===== config.mk =====
export PLATFORM = sky130hd
export DESIGN_NAME = asm_mem_arbiter
export DESIGN_NICKNAME = d
export VERILOG_FILES = /design/src/rtl/asm_mem_arbiter.sv
export SDC_FILE = /design/constraint.sdc
export NUM_CORES = 1
export LEC_CHECK = 0
export ABC_AREA = 1
export BUFFER_PORTS_ARGS = -buffer_cell sky130_fd_sc_hd__buf_2
export CAP_MARGIN = 20
export CELL_PAD_IN_SITES_DETAIL_PLACEMENT = 1
export CELL_PAD_IN_SITES_GLOBAL_PLACEMENT = 1
export CORE_AREA = 2 2 340 342
export CTS_BUF_LIST = sky130_fd_sc_hd__clkbuf_16
export DETAILED_ROUTE_END_ITERATION = 10
export DIE_AREA = 0 0 342 344
export GPL_ROUTABILITY_DRIVEN = 0
export PLACE_DENSITY_LB_ADDON = 0.1
export SLEW_MARGIN = 10
export SYNTH_ARGS = -nofsm -noshare
export SYNTH_HDL_FRONTEND = slang
export SYNTH_SLANG_ARGS = --single-unit

===== constraint.sdc =====
create_clock -name clk_i -period 2.1 [get_ports clk_i]
set_clock_uncertainty 0.1 [all_clocks]
set_input_delay 0.525 -clock clk_i [delete_from_list [all_inputs] [get_ports clk_i]]
set_output_delay 0.525 -clock clk_i [all_outputs]
set_load 0.01 [all_outputs]

===== src/rtl/asm_mem_arbiter.sv =====
// asm_mem_arbiter: two-requester scratchpad arbiter with an in2 starvation guard and read-return tagging
module asm_mem_arbiter #(
  parameter int MEM_DATAWIDTH = 128,
  parameter int MEM_ADDRWIDTH = 14,
  parameter int MEM_BSELWIDTH = MEM_DATAWIDTH/8,
  parameter int MAX_WAIT      = 4,
  parameter int RD_LATENCY    = 1
) (
  input  logic                     clk_i,
  input  logic                     reset_n_i,
  input  logic                     mem_in1_en_i,
  input  logic [MEM_BSELWIDTH-1:0] mem_in1_wben_i,
  input  logic [MEM_ADDRWIDTH-1:0] mem_in1_addr_i,
  input  logic [MEM_DATAWIDTH-1:0] mem_in1_wdata_i,
  output logic                     mem_in1_stall_o,
  output logic [MEM_DATAWIDTH-1:0] mem_in1_rdata_o,
  output logic                     mem_in1_rvalid_o,
  input  logic                     mem_in2_en_i,
  input  logic [MEM_BSELWIDTH-1:0] mem_in2_wben_i,
  input  logic [MEM_ADDRWIDTH-1:0] mem_in2_addr_i,
  input  logic [MEM_DATAWIDTH-1:0] mem_in2_wdata_i,
  output logic                     mem_in2_stall_o,
  output logic [MEM_DATAWIDTH-1:0] mem_in2_rdata_o,
  output logic                     mem_in2_rvalid_o,
  output logic                     mem_out_en_o,
  output logic [MEM_BSELWIDTH-1:0] mem_out_wben_o,
  output logic [MEM_ADDRWIDTH-1:0] mem_out_addr_o,
  output logic [MEM_DATAWIDTH-1:0] mem_out_wdata_o,
  input  logic [MEM_DATAWIDTH-1:0] mem_out_rdata_i,
  input  logic                     mem_out_stall_i,
  output logic                     starve_evt_o
);
  localparam int WW = MAX_WAIT > 0 ? $clog2(MAX_WAIT + 1) : 1;
  typedef enum logic {ARB, FORCE2} state_t;
  state_t                state;
  logic [WW-1:0]         wait_cnt;
  logic [RD_LATENCY-1:0] pipe_v, pipe_id;
  logic g1, g2, acc1, acc2, inc, force_go, rd_push;
  // ARB favours in1; FORCE2 favours in2 for exactly one accepted request
  assign g1 = state == ARB ? mem_in1_en_i : mem_in1_en_i & !mem_in2_en_i;
  assign g2 = state == ARB ? mem_in2_en_i & !mem_in1_en_i : mem_in2_en_i;
  assign mem_in1_stall_o = mem_out_stall_i | (mem_in1_en_i & !g1);
  assign mem_in2_stall_o = mem_out_stall_i | (mem_in2_en_i & !g2);
  assign acc1 = g1 & !mem_out_stall_i;
  assign acc2 = g2 & !mem_out_stall_i;
  assign mem_out_en_o    = g1 | g2;
  assign mem_out_wben_o  = g1 ? mem_in1_wben_i  : g2 ? mem_in2_wben_i  : '0;
  assign mem_out_addr_o  = g1 ? mem_in1_addr_i  : g2 ? mem_in2_addr_i  : '0;
  assign mem_out_wdata_o = g1 ? mem_in1_wdata_i : g2 ? mem_in2_wdata_i : '0;
  assign mem_in1_rdata_o = mem_out_rdata_i;
  assign mem_in2_rdata_o = mem_out_rdata_i;
  // a memory-side stall freezes the wait count so only arbitration losses count
  assign inc      = mem_in2_en_i & !acc2 & !mem_out_stall_i;
  assign force_go = MAX_WAIT != 0 && state == ARB && inc && wait_cnt == WW'(MAX_WAIT - 1);
  assign rd_push  = (acc1 | acc2) & ~|mem_out_wben_o;
  assign mem_in1_rvalid_o = pipe_v[RD_LATENCY-1] & !pipe_id[RD_LATENCY-1];
  assign mem_in2_rvalid_o = pipe_v[RD_LATENCY-1] & pipe_id[RD_LATENCY-1];
  always_ff @(posedge clk_i or negedge reset_n_i)
    if (!reset_n_i) begin
      state        <= ARB;
      wait_cnt     <= '0;
      starve_evt_o <= 1'b0;
      pipe_v       <= '0;
      pipe_id      <= '0;
    end else begin
      wait_cnt     <= (!mem_in2_en_i || acc2) ? '0 :
                      (inc && wait_cnt != WW'(MAX_WAIT)) ? wait_cnt + 1'b1 : wait_cnt;
      starve_evt_o <= force_go;
      if (force_go) state <= FORCE2;
      else if (state == FORCE2 && (acc2 || !mem_in2_en_i)) state <= ARB;
      pipe_v  <= RD_LATENCY'({pipe_v, rd_push});
      pipe_id <= RD_LATENCY'({pipe_id, acc2});
    end
endmodule

==> results of run 1 <==
-- worst register-to-register path, stage by stage, from the launching register on --
cell and delay, ps:
dfrtp_2 410, a21oi_4 80, buf_12 130, buf_4 160, buf_16 160, buf_8 140, nand2_4 60, nand2_2 60
buf_4 140, nor3_4 230, buf_6 130, nand2_1 60, nor2_2 80
-- power breakdown --
part	switching, W	total (W)	internal, W
sequential	0.00000457	0.000145	0.000141
combinational	0.000932	0.00201	0.00107
clock	0.0000802	0.000329	0.000249
total	0.00102	0.00248	0.00146
-- cell usage after synthesis (all sizes together) --
| cell | count |
|---|---|
| buf | 291 |
| a22o | 142 |
| nand2 | 45 |
| nand3 | 21 |
| nor2 | 12 |
| inv | 11 |
| dfrtp | 7 |
| o21ai | 7 |
| ha | 3 |
| a21oi | 1 |
| nor3 | 1 |
-- what timing repair did --
action | in CTS | in global routing
endpoints found under the setup margin | 152 | 157
buffers inserted | 41 | 6
gates resized for setup | 248 | 26
cloned | 22 | 1
endpoints found under the hold margin | 0 | 0
pin swaps | 17 | 20
-- sequential cells by signal (all words and copies together), names as in the netlist --
| name | count |
|---|---|
| pipe_id | 1 |
| pipe_v | 1 |
| starve_evt_o | 1 |
| state | 1 |
| wait_cnt | 3 |
-- metal layers --
metal,vias to the layer above,track usage [%]
met1,2330,8.14
met3,78,4.38
met2,483,11.2
met4,40,0.813
li1,2278,-
met5,-,0
-- final timing paths --
kind                            cells past startpoint                  end          from  slack [ps]
worst max-delay path                               10  mem_out_wdata_o[85]  mem_in1_en_i        -320
worst min-delay path                                1         starve_evt_o     reset_n_i          50
worst max register to register                     12               pipe_v         state         110
worst min register to register                      1          wait_cnt[0]   wait_cnt[0]         410
max in group asynchronous                           1                state     reset_n_i        1640
min in group clk_i                                  1          wait_cnt[0]   wait_cnt[0]         410
-- metrics by stage --
step	TNS [ps]	hold slack, ps	utilization, %	cell area (um2)
4_1_cts	-40060	55.9	7.80	8880
3_5_place_dp	-44990	309	5.93	6760
2_1_floorplan	0	129	-	4000
3_3_place_gp	-49350	312	5.93	6760
5_1_grt	-44450	60.6	7.91	9000
6_report	-35240	49.1	7.91	9010
-- kinds of logic (layout without fill, tap and decap cells) --
| logic type | after synthesis | after routing |
|---|---|---|
| adder cells (fa/ha/maj) | 3 | 3 |
| AO/OA/AOI/OAI | 150 | 150 |
| flip-flops | 7 | 7 |
| buffers and inverters | 302 | 609 |
| other | 0 | 2 |
| AND/OR/NAND/NOR | 79 | 79 |
-- area by class of cell --
cell class / count / area (um2)
repair buffers: 594 / 4620
well taps: 1512 / 1890
multi-input cells: 232 / 2190
inverters: 11 / 48.8
fillers: 13700 / 105000
diodes: 2 / 5.00
clock inverters: 1 / 3.75
flip-flops and latches: 7 / 176
clock buffers: 3 / 75.1
==> results.py, run 1 <==
metrics = {
    "status": {
        "status": "finished with violations",
        "violations": "negative setup slack",
    },
    "sta": {
        "drv_slew": 0,
        "period_share_pct": 115,
        "rsz0062_at_grt": "true",
        "fmax_mhz": 414,
        "period_minus_slack_ps": 2420,
        "hold_viol": 0,
        "tightest_slew_ps": 289,
        "layout_setup_ws_ps": -318,
        "slew_headroom_pct": 80.7,
        "setup_viol": 150,
    },
    "logic_synthesis": {
        "syn_area_um2": 4000,
        "synth_top_cell_by_area": "buf_4",
        "synth_cells": 541,
        "postSynthAreaPerCell_um2": 7.40,
        "yosysSeqAreaShare_pct": 4.38,
        "synth_top_family_by_area": "buffers and inverters",
        "muxShareOfSynthArea_pct": 0,
        "synth_compound_area_share_pct": 32.5,
        "synth.area.top_cells": "buf_4, a22o_1, dfrtp_1",
        "synthAdderAreaFrac_pct": 0.938,
        "syn-num-nets": 993,
        "yosysUniqueCellTypes": 19,
        "yosys.area_share.simple_pct": 8.34,
        "yosys_warnings": 0,
        "ys_ff_latch": 7,
        "yosysTopAreaCellShare_pct": 48.8,
        "synth_xor_area_share_pct": 0,
    },
    "pwr": {
        "p_leak_nw": 4.14,
        "power_density_nw_per_um2": 275,
        "ir_drop_mv": 0.169,
        "total_power_w": 0.00248,
    },
    "floorplanning": {
        "coreArea_um2": 114000,
        "dieArea_um2": 118000,
        "dieWidth_um": 342,
        "dieHeight_um": 344,
        "io_pins": 869,
        "initial_utilization_pct": 3.52,
        "rows": 124,
    },
    "drt": {
        "ant_nets": 0,
        "totalWireLength_um": 44900,
        "vias_per_cell": 2.21,
        "drc": 0,
        "wl_met1_um": 17900,
        "drtIter0Drc": 74,
        "vias": 5209,
        "top_layer": "met5",
        "wl_per_cell_um": 19.0,
        "dr_wl_met2_um": 19900,
        "drtPass1Iterations": 4,
        "wl_met3_um": 6400,
    },
    "global_routing": {
        "grt_max_degree": 27,
        "track_usage_pct": 7.01,
        "grt_pass1_wl_um": 55600,
        "first_global_vias": 5905,
        "antenna_found_initial": 21,
        "overflow": 0,
    },
    "critical_path": {
        "crit_slowest_cell": "a22o_1",
        "crit_buf_inv": 8,
        "cp_slowest_stage_delay_ps": 250,
        "crit_family": "buffers and inverters",
        "worst_ep_arrival_time_ps": 1790,
        "worst_path_most_repeated_cell": "buf_12",
        "crit_fanout": 8,
        "cp-start-kind": "input pin",
        "worstPathCellList": "buf_8 -> inv_4 -> a21oi_4 -> buf_12 -> buf_12 -> buf_16 -> buf_8 -> buf_12 -> a22o_1 -> buf_2",
        "crit_required_ps": 1470,
        "crit_path_end_kind": "primary output",
        "crit_type": "in2out",
    },
    "cts": {
        "cts_hold_buf": 0,
        "clk_latency_ps": 230,
        "cts.sinks": 7,
        "cts_root_buffer": "clkbuf_16",
        "htreeDepth": 1,
        "clk_pin_slew_worst_paths_ps": 40,
        "cts_buffers": 3,
        "cts_tree": "yes",
        "cts_buffer_depth": 2,
    },
    "finish": {
        "syn2layout_area_growth_pct": 125,
        "layout_commonest_cell": "buf_2",
        "mostFrequentLayoutCells": "buf_2, a22o_1, buf_6",
        "fin_nets": 1301,
        "layout-drive-gt1-share_pct": 79.6,
        "instances_no_fill": 2362,
    },
    "placement": {
        "placed_cells": 2296,
        "numPortBuffers": 484,
        "hpwl_um": 35500,
        "post-place-ws_ps": -538,
    },
    "run": {
        "drv_cap": 0,
    },
    "worst_hold_path": {
        "hold_path.class": "in2async",
    },
}
(Power assumes the default switching activity.)
==> inputs of run 2 (changes only) <==
==> constraint.sdc (replaced) <==
create_clock -name clk_i -period 2.1 [get_ports clk_i]
set_clock_uncertainty 0.1 [all_clocks]
set_input_delay 0.105 -clock clk_i [delete_from_list [all_inputs] [get_ports clk_i]]
set_output_delay 0.105 -clock clk_i [all_outputs]
set_load 0.01 [all_outputs]
==> run 2 against run 1 <==
- sequential cell count did not move
- non-clock buffer count fell by 72
- register-to-register slack improved by 70 ps
- core utilization fell by 1.7 points
- the flow now finishes without violations
- highest routed layer unchanged
==> results.py, run 2 (synthesized netlist as in run 1, its figures left out) <==
metrics = {
    "cts": {
        "cts_buffer_depth": 2,
        "cts_buffers": 3,
        "cts_tree": "yes",
        "clk_pin_slew_worst_paths_ps": 40,
        "cts.sinks": 7,
        "htreeDepth": 1,
        "cts_root_buffer": "clkbuf_16",
        "clk_latency_ps": 240,
    },
    "floorplanning": {
        "dieHeight_um": 344,
        "dieWidth_um": 342,
        "io_pins": 869,
        "rows": 124,
        "coreArea_um2": 114000,
        "initial_utilization_pct": 3.52,
        "dieArea_um2": 118000,
    },
    "sta": {
        "rsz0062_at_grt": "true",
        "hold_viol": 0,
        "period_minus_slack_ps": 2040,
        "tightest_slew_ps": 424,
        "setup_viol": 0,
        "period_share_pct": 97.3,
        "fmax_mhz": 489,
        "layout_setup_ws_ps": 57.1,
        "slew_headroom_pct": 71.6,
        "drv_slew": 0,
        "timing.hold.ws_ps": 10.5,
    },
    "critical_path": {
        "worst_ep_arrival_time_ps": 1840,
        "ff2ff_path_depth": 9,
        "worstReg2RegEnd": "pipe_v",
        "crit_required_ps": 1890,
        "r2r_start": "state",
        "r2r_setup_slack_ps": 180,
        "cp-start-kind": "flop",
        "crit_path_end_kind": "primary output",
        "crit_fanout": 6,
        "crit_type": "reg2out",
    },
    "finish": {
        "utilization_pct": 6.18,
        "fin_nets": 1229,
        "layout-drive-gt1-share_pct": 72.4,
        "mostFrequentLayoutCells": "buf_2, a22o_1, nand2_1",
        "final_cell_area_um2": 7040,
        "syn2layout_area_growth_pct": 75.7,
        "layout_commonest_cell": "buf_2",
        "largest_reg_flops": 3,
        "regMostFlops": "wait_cnt",
        "instances_no_fill": 2292,
    },
    "placement": {
        "placed_cells": 2270,
        "numPortBuffers": 484,
        "post-place-ws_ps": 25.5,
        "hpwl_um": 35800,
        "dpl-instance-area_um2": 6480,
    },
    "worst_hold_path": {
        "hold_path.class": "in2reg",
        "hp-start": "mem_out_stall_i",
        "min_delay_path_depth": 2,
        "holdPathEnd": "pipe_id",
    },
    "drt": {
        "drtPass1Iterations": 4,
        "vias_per_cell": 2.20,
        "ant_nets": 0,
        "totalWireLength_um": 42300,
        "drc": 0,
        "vias": 5036,
        "wl_per_cell_um": 18.5,
        "drtIter0Drc": 120,
    },
    "pwr": {
        "power_density_nw_per_um2": 280,
        "p_leak_nw": 3.28,
        "ir_drop_mv": 0.166,
    },
    "global_routing": {
        "first_global_vias": 5510,
        "grt_pass1_wl_um": 52200,
        "overflow": 0,
        "track_usage_pct": 6.55,
        "antenna_found_initial": 33,
        "grt_max_degree": 60,
    },
    "run": {
        "drv_cap": 0,
    },
    "status": {
        "status": "finished clean",
    },
}
## run 2: cell count changes in the layout (fill, tap and decap cells not counted), moves of 4 or more
cell       delta
a22o_2       +10
buf_2        +54
buf_6        -65
nand2_4      -12
a22o_1       +18
buf_4        -15
buf_8        -10
buf_16       -23
bufbuf_16     +4
nand2_1      +17
buf_12       -20
nand2_2       -5
a22o_4       -28
## run 2: worst max path at each step
stage               depth (start not counted)  startpoint             endpoint
floorplan                                   4       state    mem_out_addr_o[0]
global placement                            8       state               pipe_v
detailed placement                          8       state               pipe_v
CTS                                         6       state  mem_out_wdata_o[22]
global route                                6       state  mem_out_wdata_o[95]
finish                                      6       state  mem_out_wdata_o[23]
## run 2: power by group
| group | switching (W) | leakage [nW] | internal (W) |
|---|---|---|---|
| Clock | 0.0000980 | 0.0423 | 0.000250 |
| Sequential | 0.00000481 | 0.0942 | 0.000141 |
| Combinational | 0.000786 | 3.15 | 0.000691 |
| Total | 0.000889 | 3.28 | 0.00108 |
## run 2: through the flow
stage          power, W  setup TNS [ps]
2_1_floorplan   0.00114               0
3_3_place_gp    0.00156           -11.2
3_5_place_dp    0.00155               0
4_1_cts         0.00203            -271
5_1_grt         0.00215            -257
6_report        0.00197               0
## run 2: layout make-up
| type | instances | area [um2] |
|---|---|---|
| fillers | 13800 | 107000 |
| multi-input cells | 232 | 1820 |
| flip-flops and latches | 7 | 176 |
| inverters | 11 | 41.3 |
| diodes | 4 | 10.0 |
| clock inverters | 1 | 3.75 |
| clock buffers | 3 | 75.1 |
| repair buffers | 522 | 3020 |
| well taps | 1512 | 1890 |
## run 2: critical path, stage by stage (launching register included)
cell and delay, ps:
dfrtp_2 440, a21oi_4 150, buf_12 150, bufbuf_16 280, buf_4 150, a22o_2 240, buf_2 170
## run 2: routing by layer
layer	GRT usage [%]	part of all wire, %	up-vias
li1	-	-	2122
met1	7.44	38	2274
met2	10.1	43	506
met3	4.70	17	88
met4	0.923	1.3	46
met5	0	0.68	-
## run 2: timing repair
| item | in CTS | in global routing |
|---|---|---|
| gates cloned | 5 | 1 |
| endpoints found under the hold margin | 7 | 0 |
| hold buffers | 1 | 0 |
| endpoints found under the setup margin | 32 | 33 |
| pin swaps | 1 | 0 |
| gates resized for setup | 23 | 24 |
| setup buffers | 6 | 1 |
==> inputs of run 3 (changes only) <==
--- a/config.mk
+++ b/config.mk
@@ -16,6 +16,7 @@
 export DIE_AREA = 0 0 342 344
 export GPL_ROUTABILITY_DRIVEN = 0
 export PLACE_DENSITY_LB_ADDON = 0.1
+export REMOVE_ABC_BUFFERS = 1
 export SLEW_MARGIN = 10
 export SYNTH_ARGS = -nofsm -noshare
 export SYNTH_HDL_FRONTEND = slang
==> run 3 against run 2 <==
- the run now ends with negative setup slack left
- power up 5.9%
- design area increased by 2.8%
- register-to-register slack better by 90 ps
- hold slack improved by 0.99 ps
==> results.py, run 3 (synthesized netlist as in run 1, its figures left out) <==
metrics = {
    "drt": {
        "totalWireLength_um": 87100,
        "drc": 0,
        "vias_per_cell": 2.58,
        "ant_nets": 0,
        "drtIter0Drc": 281,
        "vias": 5929,
        "wl_per_cell_um": 37.9,
        "drtPass1Iterations": 4,
    },
    "sta": {
        "tightest_slew_ps": 553,
        "layout_setup_ws_ps": -11.9,
        "period_share_pct": 101,
        "slew_headroom_pct": 63.0,
        "drv_slew": 0,
        "rsz0062_at_grt": "true",
        "fmax_mhz": 474,
        "timing.hold.ws_ps": 11.5,
        "period_minus_slack_ps": 2110,
        "hold_viol": 0,
        "setup_viol": 1,
    },
    "status": {
        "violations": "negative setup slack",
        "status": "finished with violations",
    },
    "finish": {
        "layout-drive-gt1-share_pct": 71.3,
        "syn2layout_area_growth_pct": 80.6,
        "mostFrequentLayoutCells": "buf_2, a22o_1, nand2_1",
        "regMostFlops": "wait_cnt",
        "largest_reg_flops": 3,
        "layout_commonest_cell": "buf_2",
        "instances_no_fill": 2302,
        "fin_nets": 1230,
    },
    "pwr": {
        "power.clock.fraction_pct": 15.4,
        "p_switching_w": 0.000962,
        "pwr-share-seq_pct": 7.0,
        "internal_power_w": 0.00113,
        "ir_drop_mv": 0.200,
        "power_density_nw_per_um2": 289,
        "p_sw_share_pct": 46.1,
        "p_leak_nw": 3.35,
        "comb_power_share_pct": 77.6,
    },
    "placement": {
        "hpwl_um": 73200,
        "numPortBuffers": 484,
        "placed_cells": 2269,
    },
    "floorplanning": {
        "initial_utilization_pct": 3.52,
        "rows": 124,
        "dieHeight_um": 344,
        "dieArea_um2": 118000,
        "coreArea_um2": 114000,
        "io_pins": 869,
        "dieWidth_um": 342,
    },
    "cts": {
        "clk_latency_ps": 230,
        "cts_buffers": 3,
        "cts_buffer_depth": 2,
        "htreeDepth": 1,
        "clk_pin_slew_worst_paths_ps": 40,
        "cts.sinks": 7,
        "cts_tree": "yes",
        "cts_root_buffer": "clkbuf_16",
    },
    "global_routing": {
        "overflow": 0,
        "grt_max_degree": 36,
        "first_global_vias": 6037,
        "grt_pass1_wl_um": 101000,
        "track_usage_pct": 14.1,
        "antenna_found_initial": 50,
    },
    "critical_path": {
        "crit_path_end_kind": "primary output",
        "crit_required_ps": 1890,
        "cp-start-kind": "flop",
        "crit_type": "reg2out",
        "crit_fanout": 14,
        "worst_ep_arrival_time_ps": 1910,
    },
    "run": {
        "drv_cap": 0,
    },
    "worst_hold_path": {
        "hold_path.class": "in2reg",
    },
}
run 3: what timing repair did:
item                                   4_1_cts  5_1_grt
setup endpoints to repair                   31       88
setup buffers                                6        2
resized for setup                           28       14
pin swaps                                    1        2
hold buffers                                 1        0
cloned                                       6        1
endpoints found under the hold margin        7        0
run 3: routing by layer:
layer	track usage (%)	wire (um)
met1	16.4	35900
met2	16.5	29400
met3	15.8	19800
met4	1.32	679
met5	6.93	1390
run 3: through the flow:
stage                     TNS, ps  area, um2  power (W)  worst slack, ps  util, %
after CTS                    -271       7090    0.00217            -32.5     6.22
after global placement          0       6600    0.00170             23.6     5.79
after detailed placement        0       6600    0.00170             12.3     5.79
after global routing        -1710       7220    0.00227             -107     6.34
final                       -11.9       7230    0.00209            -11.9     6.35
after floorplan           -290930       1890   0.000623            -1940        -
run 3: critical path, cell delays in order (launching register included):
cell and delay, ps:
dfrtp_1 410, nand2_2 100, o21ai_4 220, bufbuf_16 400
a22o_1 300, buf_2 210
run 3: worst paths after layout:
path                            startpoint              endpoint  slack, ps  cells after the start
hold / removal             mem_out_stall_i               pipe_id         10                      2
max in group asynchronous        reset_n_i           wait_cnt[0]       1540                      2
min in group asynchronous        reset_n_i           wait_cnt[1]        190                      2
setup reg to reg                     state                pipe_v        270                      8
setup / recovery                     state  mem_out_wdata_o[113]        -10                      5
hold reg to reg                wait_cnt[0]           wait_cnt[0]        420                      1
run 3: area by class of cell:
class	count	area (um2)
fillers	13800	107000
repair buffers	523	3200
well taps	1512	1890
multi-input cells	232	1810
flip-flops and latches	7	175
clock buffers	3	75.1
inverters	11	41.3
diodes	13	32.5
clock inverters	1	3.75
run 3: power groups by stage:
stage                     Clock, W  Sequential [W]  Combinational (W)
after global placement           0        0.000148            0.00155
final                     0.000322        0.000146            0.00162
after detailed placement         0        0.000148            0.00155
after global routing      0.000353        0.000146            0.00177
after CTS                 0.000337        0.000146            0.00169
after floorplan                  0        0.000146           0.000477
